<file path="config.mk">
export PLATFORM = sky130hd
export DESIGN_NAME = mem_access_unit
export DESIGN_NICKNAME = d
export VERILOG_FILES = /design/src/rtl/mem_access_unit_pkg.sv /design/src/rtl/mem_access_unit_load_formatter.sv /design/src/rtl/mem_access_unit.sv
export SDC_FILE = /design/constraint.sdc
export NUM_CORES = 1
export LEC_CHECK = 0
export ABC_AREA = 1
export CORE_MARGIN = 8
export CORE_UTILIZATION = 49
export CTS_CLUSTER_SIZE = 40
export DETAILED_ROUTE_END_ITERATION = 16
export GPL_TIMING_DRIVEN = 0
export PLACE_DENSITY = 0.87
export SLEW_MARGIN = 0
export SYNTH_ARGS = -nofsm -noshare
export SYNTH_HDL_FRONTEND = slang
export SYNTH_SLANG_ARGS = --single-unit
</file>
<file path="constraint.sdc">
create_clock -name clk -period 2.45 [get_ports clk]
set_input_delay 0.49 -clock clk [delete_from_list [all_inputs] [get_ports clk]]
set_output_delay 0.49 -clock clk [all_outputs]
set_load 0.05 [all_outputs]
</file>
<file path="src/rtl/mem_access_unit_pkg.sv">
// Shared encodings for the memory access unit: access widths, load funct3
// codes, FSM state type and byte-lane helpers.
package mem_access_unit_pkg;

   localparam int BE_W = 4;

   // funct3[1:0] access size
   localparam logic [1:0] SZ_BYTE = 2'b00;
   localparam logic [1:0] SZ_HALF = 2'b01;
   localparam logic [1:0] SZ_WORD = 2'b10;

   // full funct3 load encodings
   localparam logic [2:0] F3_LB  = 3'b000;
   localparam logic [2:0] F3_LH  = 3'b001;
   localparam logic [2:0] F3_LW  = 3'b010;
   localparam logic [2:0] F3_LBU = 3'b100;
   localparam logic [2:0] F3_LHU = 3'b101;

   typedef enum logic [2:0] {
      S_IDLE = 3'd0,
      S_REQ  = 3'd1,
      S_WAIT = 3'd2,
      S_WB   = 3'd3,
      S_EXC  = 3'd4
   } mau_state_e;

   // Access is misaligned when the lane offset does not fit the access size.
   // Unused size code 11 is treated like a word.
   function automatic logic is_misaligned(input logic [1:0] size, input logic [1:0] lane);
      logic mis;
      case (size)
         SZ_BYTE: mis = 1'b0;
         SZ_HALF: mis = lane[0];
         default: mis = (lane != 2'b00);
      endcase
      return mis;
   endfunction

   // Byte enables for an aligned access of the given size at the given lane.
   function automatic logic [BE_W-1:0] lane_be(input logic [1:0] size, input logic [1:0] lane);
      logic [BE_W-1:0] be;
      case (size)
         SZ_BYTE: be = 4'b0001 << lane;
         SZ_HALF: be = 4'b0011 << lane;
         default: be = 4'b1111;
      endcase
      return be;
   endfunction

endpackage

</file>
<file path="src/rtl/mem_access_unit_load_formatter.sv">
// Combinational load-data formatter: picks the byte/half at the addressed
// lane and sign- or zero-extends it; words pass straight through.
module mem_access_unit_load_formatter
   import mem_access_unit_pkg::*;
#(
   parameter int XLEN = 32
) (
   input  logic [XLEN-1:0] rdata,
   input  logic [1:0]      lane,
   input  logic [2:0]      funct3,
   output logic [XLEN-1:0] result
);

   logic [7:0]  byte_s;
   logic [15:0] half_s;

   // Lane selection followed by extension according to the load type.
   always_comb begin
      case (lane)
         2'd0:    byte_s = rdata[7:0];
         2'd1:    byte_s = rdata[15:8];
         2'd2:    byte_s = rdata[23:16];
         default: byte_s = rdata[31:24];
      endcase
      half_s = lane[1] ? rdata[31:16] : rdata[15:0];
      case (funct3)
         F3_LB:   result = {{(XLEN-8){byte_s[7]}}, byte_s};
         F3_LH:   result = {{(XLEN-16){half_s[15]}}, half_s};
         F3_LBU:  result = {{(XLEN-8){1'b0}}, byte_s};
         F3_LHU:  result = {{(XLEN-16){1'b0}}, half_s};
         F3_LW:   result = rdata;
         default: result = rdata;
      endcase
   end

endmodule

</file>
<file path="src/rtl/mem_access_unit.sv">
// Memory access unit: accepts execute results, performs the data-memory
// req/gnt/rvalid transaction, formats loads and drives register writeback.
module mem_access_unit
   import mem_access_unit_pkg::*;
#(
   parameter int XLEN = 32
) (
   input  logic            clk,
   input  logic            rst_n,
   input  logic            ex_valid,
   output logic            ex_ready,
   input  logic [XLEN-1:0] alu_result,
   input  logic [XLEN-1:0] rs2_data,
   input  logic [4:0]      rd_addr_in,
   input  logic            reg_write_in,
   input  logic            mem_read,
   input  logic            mem_write,
   input  logic [2:0]      funct3,
   output logic            dmem_req,
   output logic            dmem_we,
   output logic [XLEN-1:0] dmem_addr,
   output logic [XLEN-1:0] dmem_wdata,
   output logic [BE_W-1:0] dmem_be,
   input  logic            dmem_gnt,
   input  logic            dmem_rvalid,
   input  logic [XLEN-1:0] dmem_rdata,
   output logic [4:0]      rd_addr,
   output logic [XLEN-1:0] rd_data,
   output logic            reg_write_en,
   output logic            misaligned
);

   mau_state_e      state_q, state_d;
   logic [1:0]      lane_q, lane_d;
   logic [2:0]      funct3_q, funct3_d;
   logic [4:0]      rd_q, rd_d;
   logic            rw_q, rw_d;
   logic            load_q, load_d;

   logic            ex_ready_q, ex_ready_d;
   logic            dmem_req_q, dmem_req_d;
   logic            dmem_we_q, dmem_we_d;
   logic [XLEN-1:0] dmem_addr_q, dmem_addr_d;
   logic [XLEN-1:0] dmem_wdata_q, dmem_wdata_d;
   logic [BE_W-1:0] dmem_be_q, dmem_be_d;
   logic [4:0]      rd_addr_q, rd_addr_d;
   logic [XLEN-1:0] rd_data_q, rd_data_d;
   logic            reg_write_en_q, reg_write_en_d;
   logic            misaligned_q, misaligned_d;

   logic [XLEN-1:0] load_fmt_s;
   logic [XLEN-1:0] store_data_s;
   logic            is_mem_s;
   logic            is_load_s;

   mem_access_unit_load_formatter #(.XLEN(XLEN)) u_load_formatter (
      .rdata  (dmem_rdata),
      .lane   (lane_q),
      .funct3 (funct3_q),
      .result (load_fmt_s)
   );

   // Store lane replication and op classification of the incoming operation.
   always_comb begin
      is_mem_s  = mem_read | mem_write;
      is_load_s = mem_read;
      case (funct3[1:0])
         SZ_BYTE: store_data_s = {(XLEN/8){rs2_data[7:0]}};
         SZ_HALF: store_data_s = {(XLEN/16){rs2_data[15:0]}};
         default: store_data_s = rs2_data;
      endcase
   end

   // Next-state and next-output computation; all outputs are registered.
   always_comb begin
      state_d        = state_q;
      lane_d         = lane_q;
      funct3_d       = funct3_q;
      rd_d           = rd_q;
      rw_d           = rw_q;
      load_d         = load_q;
      dmem_req_d     = 1'b0;
      dmem_we_d      = 1'b0;
      dmem_addr_d    = {XLEN{1'b0}};
      dmem_wdata_d   = {XLEN{1'b0}};
      dmem_be_d      = {BE_W{1'b0}};
      rd_addr_d      = rd_addr_q;
      rd_data_d      = rd_data_q;
      reg_write_en_d = 1'b0;
      misaligned_d   = 1'b0;
      case (state_q)
         S_IDLE: begin
            if (ex_valid) begin
               lane_d   = alu_result[1:0];
               funct3_d = funct3;
               rd_d     = rd_addr_in;
               rw_d     = reg_write_in;
               load_d   = is_load_s;
               if (!is_mem_s) begin
                  state_d        = S_WB;
                  rd_addr_d      = rd_addr_in;
                  rd_data_d      = alu_result;
                  reg_write_en_d = reg_write_in && (rd_addr_in != 5'd0);
               end else if (is_misaligned(funct3[1:0], alu_result[1:0])) begin
                  state_d      = S_EXC;
                  misaligned_d = 1'b1;
               end else begin
                  state_d      = S_REQ;
                  dmem_req_d   = 1'b1;
                  dmem_we_d    = !is_load_s;
                  dmem_addr_d  = {alu_result[XLEN-1:2], 2'b00};
                  dmem_wdata_d = is_load_s ? {XLEN{1'b0}} : store_data_s;
                  dmem_be_d    = lane_be(funct3[1:0], alu_result[1:0]);
               end
            end else begin
               state_d = S_IDLE;
            end
         end
         S_REQ: begin
            if (dmem_gnt) begin
               state_d = load_q ? S_WAIT : S_IDLE;
            end else begin
               dmem_req_d   = 1'b1;
               dmem_we_d    = dmem_we_q;
               dmem_addr_d  = dmem_addr_q;
               dmem_wdata_d = dmem_wdata_q;
               dmem_be_d    = dmem_be_q;
            end
         end
         S_WAIT: begin
            if (dmem_rvalid) begin
               state_d        = S_WB;
               rd_addr_d      = rd_q;
               rd_data_d      = load_fmt_s;
               reg_write_en_d = rw_q && (rd_q != 5'd0);
            end else begin
               state_d = S_WAIT;
            end
         end
         S_WB:    state_d = S_IDLE;
         S_EXC:   state_d = S_IDLE;
         default: state_d = S_IDLE;
      endcase
      ex_ready_d = (state_d == S_IDLE);
   end

   // State and output registers; reset abandons any in-flight transaction.
   always_ff @(posedge clk or negedge rst_n) begin
      if (!rst_n) begin
         state_q        <= S_IDLE;
         lane_q         <= 2'b00;
         funct3_q       <= 3'b000;
         rd_q           <= 5'd0;
         rw_q           <= 1'b0;
         load_q         <= 1'b0;
         ex_ready_q     <= 1'b1;
         dmem_req_q     <= 1'b0;
         dmem_we_q      <= 1'b0;
         dmem_addr_q    <= {XLEN{1'b0}};
         dmem_wdata_q   <= {XLEN{1'b0}};
         dmem_be_q      <= {BE_W{1'b0}};
         rd_addr_q      <= 5'd0;
         rd_data_q      <= {XLEN{1'b0}};
         reg_write_en_q <= 1'b0;
         misaligned_q   <= 1'b0;
      end else begin
         state_q        <= state_d;
         lane_q         <= lane_d;
         funct3_q       <= funct3_d;
         rd_q           <= rd_d;
         rw_q           <= rw_d;
         load_q         <= load_d;
         ex_ready_q     <= ex_ready_d;
         dmem_req_q     <= dmem_req_d;
         dmem_we_q      <= dmem_we_d;
         dmem_addr_q    <= dmem_addr_d;
         dmem_wdata_q   <= dmem_wdata_d;
         dmem_be_q      <= dmem_be_d;
         rd_addr_q      <= rd_addr_d;
         rd_data_q      <= rd_data_d;
         reg_write_en_q <= reg_write_en_d;
         misaligned_q   <= misaligned_d;
      end
   end

   assign ex_ready     = ex_ready_q;
   assign dmem_req     = dmem_req_q;
   assign dmem_we      = dmem_we_q;
   assign dmem_addr    = dmem_addr_q;
   assign dmem_wdata   = dmem_wdata_q;
   assign dmem_be      = dmem_be_q;
   assign rd_addr      = rd_addr_q;
   assign rd_data      = rd_data_q;
   assign reg_write_en = reg_write_en_q;
   assign misaligned   = misaligned_q;

endmodule

</file>
Word-level counts from Yosys, hierarchy flattened. Cells that the tools add are included.

Input bits: 112. Word-level logic and storage cells: 102. Output and inout port bits: 110. Flip-flop bits (word level): 125.

Muxes and demuxes: 57. Eq/ne operators: 12. Bitwise operators: 1. Shift operators: 2. Reductions and logical operators: 14.

Operator list (count): 32-bit two-way mux (11); 32-bit one-hot mux with 2 select lines (4); 32-bit one-hot mux with 4 select lines (1); 8-bit one-hot mux with 3 select lines (1); 1-bit two-way mux (19); 16-bit two-way mux (1); 4-bit two-way mux (4); 4-bit one-hot mux with 2 select lines (2); 5-bit two-way mux (3); 3-bit two-way mux (4); 5-bit one-hot mux with 2 select lines (1); 5-bit nonzero test (2); 3-bit zero test (3); 3-bit one-hot mux with 3 select lines (1); 2-bit inequality test, second input constant (4); 1-bit one-hot mux with 2 select lines (4); 3-bit by 1-bit == test with 1-bit output, second input constant (2); 3-bit == test, second input constant (2); 2-bit by 1-bit == test with 1-bit output, second input constant (2); 2-bit zero test (2); 4-bit AND reduction (1); 2-bit nonzero test (2); 1-bit by 2-bit << shifter with 4-bit output, first input constant (1); 2-bit by 2-bit << shifter with 4-bit output, first input constant (1); other kinds (7) (8).

Logic depth before layout (Yosys ltp).
Word-level depth: 10. Gate-level depth with buffers: 10. Gate-level depth less buffers: 9.

Cells and area by module. From an unflattened synthesis, not the netlist that was laid out.

Cells, all modules: 912. Area total of the unflattened synthesis: 6606.3 µm².

Modules (own cells, without submodules): mem_access_unit (times used 1, sequential area each 3079.2 µm², area each 5748.0 µm², cells an instance 749); mem_access_unit_load_formatter (times used 1, sequential area each 0.0 µm², area each 858.3 µm², cells an instance 163).

Least setup slack after synthesis. Ideal clock, no wire load.

Path kind: input port to flip-flop. Start point: input mem_write. End point: register rd_data_q[1], in the netlist rd_data[1]. Stages: 8. Path slack: 1.025 ns. Required time: 2.329 ns. Buffers on the path: 2. Data arrival time: 1.304 ns. Setup time: 0.121 ns. Path through: nor2_1 nand2_1 nand2_2 nand2_4 buf_6 buf_8 nor2_2 a21oi_2.

Longest elaborated chain between the ends: 3.

Ends and longest elaborated chain: start: declaration (RTL line mem_access_unit.sv:17) `input logic mem_write,`; 1-bit OR (RTL line mem_access_unit.sv:65) `is_mem_s = mem_read | mem_write;`; 2-bit inequality test (no line); 4-bit AND reduction (no line); end signal: assignment (RTL line mem_access_unit.sv:163) `rd_data_q <= {XLEN{1'b0}};`; end signal: assignment (RTL line mem_access_unit.sv:180) `rd_data_q <= rd_data_d;`; end: declaration (RTL line mem_access_unit.sv:47) `logic [XLEN-1:0] rd_data_q, rd_data_d;`.

No other way between the ends. A chain may end at the register's enable or synchronous reset.

Final worst setup path.
Start point: register ex_ready_q, in the netlist ex_ready. End point: output ex_ready.

RTL lines: start: declaration (RTL line mem_access_unit.sv:40) `logic ex_ready_q, ex_ready_d;`; start signal: assignment (RTL line mem_access_unit.sv:173) `ex_ready_q <= ex_ready_d;`; end: declaration (RTL line mem_access_unit.sv:11) `output logic ex_ready,`.

No word-level cell between the ends.

==> metrics.md <==
| Metric | Value |
|---|---|
| Mean post-synth cell area | 7.575 um2 |
| DP HPWL | 16,540 um |
| Slew margin rel. | 53.62% |
| Largest net degree at the start of global routing | 64 |
| Vias | 6,513 |
| NumNets Final | between 1,000 and 1,500 |
| ANT nets after route | 0 |
| Highest Signal Layer | met4 |
| #FFs+latches synth | 123 |
| Residual DRC | 0 |
| Worst R2R Path Depth | 6 |
| Final setup violating endpoints | 0 |
| Share of layout cells above drive strength 1 | under 10% |
| Psw | 4718 uW |
| Top delay family on crit path | buffers and inverters |
| Final setup margin | 224.7 ps |
| Fillers | 953 |
| WL final | approximately 22,000 um |
| R2R Setup Slk | 710 ps |
| Sequential area share after synthesis | between 50% and 60% |
| CTS Hold Buffers Added | 0 |
| Setup crit start kind | flip-flop |
| Synth Area in Compound Gates | 12.94% |
| Slew Limit Fails | 0 |
| LEAKAGE | 0.004431 uW |
| Die X | 128.0 um |
| PortBufs | between 200 and 250 |
| Critical Path Sink Type | primary output |
| Clk root buf | clkbuf_16 |
| Via density | 5.269 |
| Initial DRC count | 555 |
| Reg2reg end | rd_data[3]$_DFFE_PN0P_ |
| Switching part of the total | 44.84% |
| Reg power frac | 27.3% |
| Clk pin slew, worst setup/hold paths | about 50 ps |
| Post-Place Worst Slack | just under 200 ps |
| Worst-Margin Slew | 695.7 ps |
| Max-cap violations | 0 |
| Met1 WL | 8984 um |
| Cells along the critical path | clkdlybuf4s50_1 |
| Required time of the critical path | 1960 ps |
| Antenna Cells | 0 |
| Hold Vio Cnt, Final | 0 |
| First-pass GRT wire length | 33,710 um |
| Met2 Wirelength | between 10,000 and 15,000 um |
| Skew final | 6.174 ps |
| Critical Path Slowest Stage Cell | clkdlybuf4s50_1 |
| Crit path DAT | 1740 ps |
| Crit-path max cell delay | around 800 ps |
| Post-synthesis mux area share | 0% |
| Final Util | 73.95% |
| Maximum clock rate | about 450 MHz |
| Met3 routed WL | 1510 um |
| Remaining global-route overflow | 0 |
| Synthesized area | 6151 um2 |
| Final GP Congestion | 0.9442 |
| H-tree depth | 4 |
| CTS Buffer Depth | 2 |
| Die area | 16,390 um2 |
| Initial core utilization | about half |
| Synth Instances | 812 |
| Largest driver fanout on the critical path | 1 |
| Vias in the first global route | between 6,000 and 7,000 |
| Pre-antenna DRT Iters | 8 |
| Total CTS buffers | 17 |
| RSZ-0062 raised after global routing | false |
| All-Layer GR Usage | 26.92% |
| Crit Path Class | reg -> out |
| Clock sinks | about 120 |
| Synth Area in Adders | 0% |
| Synth Warn # | 0 |
| PostCTS Resize Cnt | 0 |
| CTS tree | built |
| Pint | a little under 6000 uW |
| I/O pin count | 222 |
| Worst path bufs/invs | 1 |
| DR WL/cell | 17.93 um |
| Worst skew pair latency | 420 ps |
| WHS | 36.78 ps |
| Clock power frac | 23.8% |
| P&R area growth vs syn | 49.25% |
| Largest family of logic cells by synthesized area | simple AND/OR/NAND/NOR gates |
| Post-CTS Setup Bufs | 0 |
| Synth Area in XOR/XNOR | 0% |
| Chip Height | between 100 and 150 um |
| Simple-Gate Fraction of Synth Area | 27.64% |
| Status | finished, final reports clean |
| Combinational power share | between 40% and 50% |
| Pwr/cell area | 1146 nW/um2 |
| Final period util | 90.83% |
| Synth unique cells | 31 |
| Worst ir drop on vdd | 1.091 mV |
| Core box area | roughly 12,000 um2 |
| Row cnt | 41 |
| Worst r2r src | state_q[0]$_DFF_PN0_ |
| Initial antenna violation count | 0 |
| Min-delay worst type | in -> async |
| Post-route setup TNS | 0 ps |
| Post-layout minimum cycle time | approximately 2200 ps |
[cells in the final DEF (no fill, tap or decap), types with 8 or more instances in the layout]
cell             synthesis  layout
clkbuf_16                0      17
buf_2                   18      18
inv_1                   83      83
o21ai_1                  8       8
nand2_1                249     249
o211ai_1                 8       8
clkbuf_1                15      17
a21oi_1                 47      47
clkdlybuf4s50_1          0     218
o21ai_0                 74      74
nand3_1                 70      70
dfrtp_1                122     122
buf_4                    8       8
nor2_1                  64      64
[synth_stat cells (all sizes together)]
library cell	count	share of area, %
a21oi	49	4.1
a22oi	7	0.85
buf	28	2.9
clkbuf	17	1.1
conb	1	0.061
dfrtp	122	50
dfstp	1	0.43
inv	87	5.3
nand2	256	16
nand3	72	6.0
nand3b	1	0.12
nor2	70	4.7
nor3	3	0.24
o211ai	8	0.98
o21ai	82	6.7
o22ai	2	0.20
o31ai	1	0.12
or2	5	0.51
[metrics by stage]
stage,std cells,total power (uW),instance area [um2]
2_1_floorplan,813,6193,6155
5_1_grt,1236,11030,9180
3_5_place_dp,1205,7940,8591
6_report,1236,10520,9180
3_3_place_gp,1204,7854,8562
4_1_cts,1236,10490,9180
[cells by family (layout without fill, tap and decap cells)]
logic type,after synthesis,count (layout)
AO/OA/AOI/OAI,149,149
other,1,2
buffers and inverters,132,383
AND/OR/NAND/NOR,407,407
flip-flops,123,123
[cell type report]
cell class,count,area (um2),share of cell area (%)
inverters,87,329.1,3.585
multi-input cells,558,2504,27.27
plain buffers,45,242.7,2.644
clock inverters,7,87.58,0.9541
flip-flops and latches,123,3079,33.54
clock buffers,24,501.7,5.465
well taps,172,215.2,2.344
repair buffers,220,2221,24.19
[power by group through the flow]
stage | registers, uW | logic [uW] | clock network, uW
6_report | 2870 | 5150 | 2500
3_3_place_gp | 2860 | 4990 | 0
3_5_place_dp | 2880 | 5060 | 0
5_1_grt | 2930 | 5500 | 2590
2_1_floorplan | 4270 | 1920 | 0
4_1_cts | 2860 | 5120 | 2510
[flip-flops by register name, indices dropped and copies added, names as in the netlist, 2 cells and up]
name,cells
lane_q,2
dmem_addr,30
funct3_q,3
rd_addr,5
dmem_wdata,32
rd_q,5
rd_data,32
dmem_be,4
state_q,3
[worst max-delay path by stage]
stage	start	end	slack [ps]	cells past startpoint
4_1_cts	ex_ready$_DFF_PN1_	ex_ready	220	1
6_report	ex_ready$_DFF_PN1_	ex_ready	220	1
2_1_floorplan	mem_write	rd_data[1]$_DFFE_PN0P_	1030	8
3_3_place_gp	rst_n	dmem_addr[16]$_DFFE_PN0N_	-3880	1
5_1_grt	ex_ready$_DFF_PN1_	ex_ready	190	1
3_5_place_dp	funct3[1]	dmem_addr[16]$_DFFE_PN0N_	200	7
[layer usage]
metal  vias to the layer above  GRT usage (%)
met5                         -              0
met4                         0          12.94
met3                        51          5.116
met2                       293          45.18
met1                      3104          32.68
li1                       3065              -
(Power assumes the default switching activity.)
